$ cat config.mk
export PLATFORM = sky130hd
export DESIGN_NAME = shift_arbiter
export DESIGN_NICKNAME = d
export VERILOG_FILES = /design/src/rtl/shift_arbiter.sv
export SDC_FILE = /design/constraint.sdc
export NUM_CORES = 1
export LEC_CHECK = 0
export CORE_ASPECT_RATIO = 0.9
export CORE_UTILIZATION = 67
export CTS_CLUSTER_DIAMETER = 40
export DETAILED_ROUTE_END_ITERATION = 7
export DONT_BUFFER_PORTS = 1
export GPL_ROUTABILITY_DRIVEN = 0
export PLACE_DENSITY = 0.83
export SETUP_SLACK_MARGIN = 0.3
export SYNTH_ARGS = -nofsm -noshare
export SYNTH_HDL_FRONTEND = slang
export SYNTH_HIERARCHICAL = 1
export SYNTH_SLANG_ARGS = --single-unit
$ cat constraint.sdc
create_clock -name clk -period 4 [get_ports clk]
set_input_delay 0.8 -clock clk [delete_from_list [all_inputs] [get_ports clk]]
set_output_delay 0.8 -clock clk [all_outputs]
set_load 0.005 [all_outputs]
$ cat src/rtl/shift_arbiter.sv
// shift_arbiter: two-port arbiter in front of a single shared 32-bit barrel
// shifter, with a one-entry registered result stage.
//
// Ports:
//   clk, rst_n                   clock (rising edge), async active-low reset
//   pN_valid / pN_ready          request handshake for port N (N = 0, 1)
//   pN_in, pN_dir, pN_by,        operand, direction (1 = left), amount,
//   pN_arith                     arithmetic-right enable
//   res_valid / res_ready        result handshake
//   res_out, res_src             registered result and issuing port
//
// mshifter32: combinational 32-bit shifter (left, logical right,
// arithmetic right). Arith is ignored for left shifts.

module mshifter32 (
    input  logic [31:0] operand,
    input  logic        dir,
    input  logic [4:0]  by,
    input  logic        arith,
    output logic [31:0] result
);
    always_comb begin
        result = '0;
        if (dir) begin
            result = operand << by;
        end else if (arith) begin
            result = $unsigned($signed(operand) >>> by);
        end else begin
            result = operand >> by;
        end
    end
endmodule

module shift_arbiter #(
    parameter int unsigned RR_EN = 1
) (
    input  logic        clk,
    input  logic        rst_n,
    input  logic        p0_valid,
    output logic        p0_ready,
    input  logic [31:0] p0_in,
    input  logic        p0_dir,
    input  logic [4:0]  p0_by,
    input  logic        p0_arith,
    input  logic        p1_valid,
    output logic        p1_ready,
    input  logic [31:0] p1_in,
    input  logic        p1_dir,
    input  logic [4:0]  p1_by,
    input  logic        p1_arith,
    output logic        res_valid,
    input  logic        res_ready,
    output logic [31:0] res_out,
    output logic        res_src
);
    localparam logic [0:0] ST_EMPTY = 1'b0;
    localparam logic [0:0] ST_FULL  = 1'b1;

    logic [0:0]  state_q, state_d;
    logic        ptr_q, ptr_d;
    logic [31:0] res_out_q, res_out_d;
    logic        res_src_q, res_src_d;

    logic        accept;
    logic        favour1;
    logic        gnt0, gnt1;

    logic [31:0] sh_operand;
    logic        sh_dir;
    logic [4:0]  sh_by;
    logic        sh_arith;
    logic [31:0] sh_result;

    // Grants use only valids, pointer, state and res_ready, so there is no
    // path from operand data to either ready. Gated by rst_n so readys stay
    // low for the whole reset.
    always_comb begin
        accept  = (state_q == ST_EMPTY) || res_ready;
        favour1 = (RR_EN != 0) && ptr_q;
        gnt0    = rst_n && accept && p0_valid && (!p1_valid || !favour1);
        gnt1    = rst_n && accept && p1_valid && (!p0_valid ||  favour1);
    end

    assign p0_ready = gnt0;
    assign p1_ready = gnt1;

    // Shared shifter is steered by the grant; when nothing is granted the
    // result is simply not captured.
    always_comb begin
        if (gnt1) begin
            sh_operand = p1_in;
            sh_dir     = p1_dir;
            sh_by      = p1_by;
            sh_arith   = p1_arith;
        end else begin
            sh_operand = p0_in;
            sh_dir     = p0_dir;
            sh_by      = p0_by;
            sh_arith   = p0_arith;
        end
    end

    mshifter32 u_shifter (
        .operand (sh_operand),
        .dir     (sh_dir),
        .by      (sh_by),
        .arith   (sh_arith),
        .result  (sh_result)
    );

    always_comb begin
        state_d   = state_q;
        ptr_d     = ptr_q;
        res_out_d = res_out_q;
        res_src_d = res_src_q;
        if (gnt0 || gnt1) begin
            state_d   = ST_FULL;
            res_out_d = sh_result;
            res_src_d = gnt1;
            // Pointer moves to the port that lost (or was idle).
            ptr_d     = gnt0;
        end else if (state_q == ST_FULL && res_ready) begin
            state_d = ST_EMPTY;
        end
    end

    always_ff @(posedge clk or negedge rst_n) begin
        if (!rst_n) begin
            state_q   <= ST_EMPTY;
            ptr_q     <= 1'b0;
            res_out_q <= '0;
            res_src_q <= 1'b0;
        end else begin
            state_q   <= state_d;
            ptr_q     <= ptr_d;
            res_out_q <= res_out_d;
            res_src_q <= res_src_d;
        end
    end

    assign res_valid = (state_q == ST_FULL);
    assign res_out   = res_out_q;
    assign res_src   = res_src_q;

endmodule

==> metrics.txt <==
Mapped Cells=~650; initial core utilization=a little over two thirds; Most used DFF post-synth=dfrtp_1; Yosys top cell by area=mux2_2; First-pass DRT Iterations=8; first-pass GRT wire length=slightly above 30,000 um; Setup-failing EPs final=0; Least-Margin Pin Slew=1.19 ns; pwr dens=around 340 mW/mm^2; initial antenna violation count=0; switching power=roughly 0.00094 W; vias in the first global route=approximately 5,600; gr ovfl total=0; asr flop ratio synth=between 90% and 100%; DR iter-0 viols=between 1,000 and 1,500; clock network power share=between 10 and 15%; Clock Pin Slew Worst Setup and Hold Paths=0.07 ns; Max VDD drop=230 uV; largest net degree at the start of global routing=39; Multi-input gate area=between 0.004 and 0.005 sq mm; final wirelength=approximately 20,000 um; f_max=267 MHz; most frequent cell after synthesis=mux2_2; CTS root buf=clkbuf_8; netlist area before placement=~0.0058 sq mm; FP Rows=31; drt drc=159; total CTS buffers=5; Worst Path Max Fanout=29; total power=0.00202 W; Post-DRT Antenna Nets=0; Leakage=between 2 and 2.5 nW; RSZ-0062 raised after global routing=false; EDFF count, synth=0; hold crit path type=primary input to async pin; outcome=finished with violations; antenna fix cells=0; Core Box Area=between 0.008 and 0.009 sq mm; DP Cell Count=between 700 and 800; post-synthesis cell type count=66; skew final=between 0.006 and 0.007 ns; Synth warnings=6; reported max-cap violation count=0; WP data required=roughly 4.2 ns; filler instances=between 600 and 700; die width=between 90 and 100 um; Worst Path Class, Setup=primary input to flip-flop; fin nets=709; register area share after synthesis=15.2%; Synth area leaders=mux2_2 (19%), dfrtp_1 (15%), mux4_2 (14%); Clock Path Buffers=2; GRT Overall Usage=roughly 45%; DP Wirelength=roughly 14,000 um; Yosys top cell area share=about a fifth; CTS tree=done; wire length per cell=roughly 27 um; # port buffers=0; Final min period=about 3.7 ns; post-layout instance count excluding filler cells=about 740; Seq pwr share=between 20% and 30%; FF+latch area=around 900 sq um; # IOs=about 120; clock latency on the worst-skew pair=roughly 0.29 ns; Via Count=approximately 6,000; Final Hold Fails=0; DR vias/cell=between 8 and 9; Comb power frac=between 60% and 70%; Sw Ratio=about 46%; Pint=0.00109 W; Crit. End Element=flip-flop; top cells by count, synth=mux2_2 (99), nand2_1 (69), mux2i_1 (50), nor2_1 (43); Hold Slack=a little under 0.2 ns; arrival time worst endpoint=3.92 ns; Mapped Avg Cell Area=~9 sq um; share of layout cells above drive strength 1=a little under a third; Rel. slew slack=around a fifth; Die Y=roughly 90 um; H-tree Lvls=2; area delta synth->final=3.24%; Slew Limit Fails=0; Net Count, Synth=728; Die ar.=0.00897 sq mm; violated checks=design-rule violations; CTS sink cnt=35; CP startpoint kind=primary input; Yosys reg bits=35; final setup TNS=0 ns; final worst-path cycle share=93.6%
## flip-flops by register name, indices dropped and copies added (netlist names)
signal / flops
res_src: 1
favour1: 1
res_out: 32
res_valid: 1
## stage by stage
stage / area, sq um / util (%) / setup WS [ns]
global placement: 5840 / 71.3 / 0.0109
global route: 5950 / 72.6 / 0.320
detailed placement: 5840 / 71.3 / -0.0416
CTS: 5940 / 72.6 / 0.485
floorplan: 5760 / - / 0.618
finish: 5950 / 72.6 / 0.257
## layer usage
layer | track usage (%) | up-vias | routed length (um)
li1 | - | 2469 | -
met1 | 57.2 | 2748 | 6840
met2 | 61.4 | 623 | 8130
met3 | 21.9 | 201 | 3340
met4 | 25.4 | 2 | 1650
met5 | 4.14 | - | 45
## layout make-up
cell class	instances	area share [%]
multi-input cells	540	75.6
flip-flops and latches	35	14.7
repair buffers	35	5.26
well taps	115	2.42
clock buffers	6	1.22
inverters	9	0.568
clock inverters	2	0.210
## cells by family after synthesis
kind of cell | Yosys count | synth area share, %
flops | 35 | 15.2
compound gates | 182 | 22.1
mux | 185 | 42.1
simple gates | 173 | 13.6
buf+inv | 70 | 7.00
## what timing repair did
| action | CTS | global route |
|---|---|---|
| endpoints found under the setup margin | 3 | 1 |
| buffers inserted | 2 | 0 |
| hold buffers | 0 | 0 |
| pin swaps | 1 | 0 |
| gates resized for setup | 1 | 1 |
## final timing paths
kind / startpoint / to / slack, ns / cells past startpoint
worst min-delay path: rst_n / favour1 / 0.19 / 0
max in group asynchronous: rst_n / res_out[22] / 3.72 / 0
worst min register to register: res_out[28] / res_out[28] / 0.54 / 1
min in group clk: res_out[28] / res_out[28] / 0.54 / 1
worst max register to register: res_valid / res_out[27] / 0.36 / 10
worst max-delay path: res_ready / res_out[27] / 0.26 / 10
## worst max-delay path, cell delays in order
cell and delay [ns]:
nand2b_4 0.13, o2111ai_4 0.19, mux2_2 0.41, buf_4 0.39, nand2b_1 0.50, a2bb2oi_2 0.33
a21oi_1 0.12, a2111oi_0 0.64, a21oi_1 0.11, mux2_2 0.29
## power by group through the flow
stage | combinational, W | clock, W | sequential (W)
CTS | 0.00114 | 0.000255 | 0.000553
floorplan | 0.000866 | 0 | 0.000530
detailed placement | 0.00113 | 0 | 0.000559
finish | 0.00122 | 0.000248 | 0.000554
global route | 0.00126 | 0.000268 | 0.000563
global placement | 0.00110 | 0 | 0.000554
## placed cells by master (no fill, tap or decap), types with 4 or more instances in the layout
| cell type | count |
|---|---|
| mux2_2 | 98 |
| nand2_1 | 69 |
| mux2i_1 | 49 |
| nor2_1 | 43 |
| dfrtp_1 | 35 |
| mux4_2 | 35 |
| buf_4 | 31 |
| a21oi_1 | 29 |
| o21ai_0 | 27 |
| o211ai_1 | 24 |
| o22ai_1 | 17 |
| nor3_1 | 14 |
| nand3_1 | 14 |
| a22oi_1 | 12 |
| a31oi_1 | 12 |
| inv_1 | 8 |
| nor2b_1 | 6 |
| a211oi_1 | 6 |
| clkbuf_8 | 5 |
| nand2b_1 | 5 |
| a2111oi_0 | 5 |
| o21ai_1 | 5 |
| buf_12 | 4 |
| o31ai_1 | 4 |
| and3_1 | 4 |
| a22o_1 | 4 |
| o221ai_1 | 4 |
(Power assumes the default switching activity.)
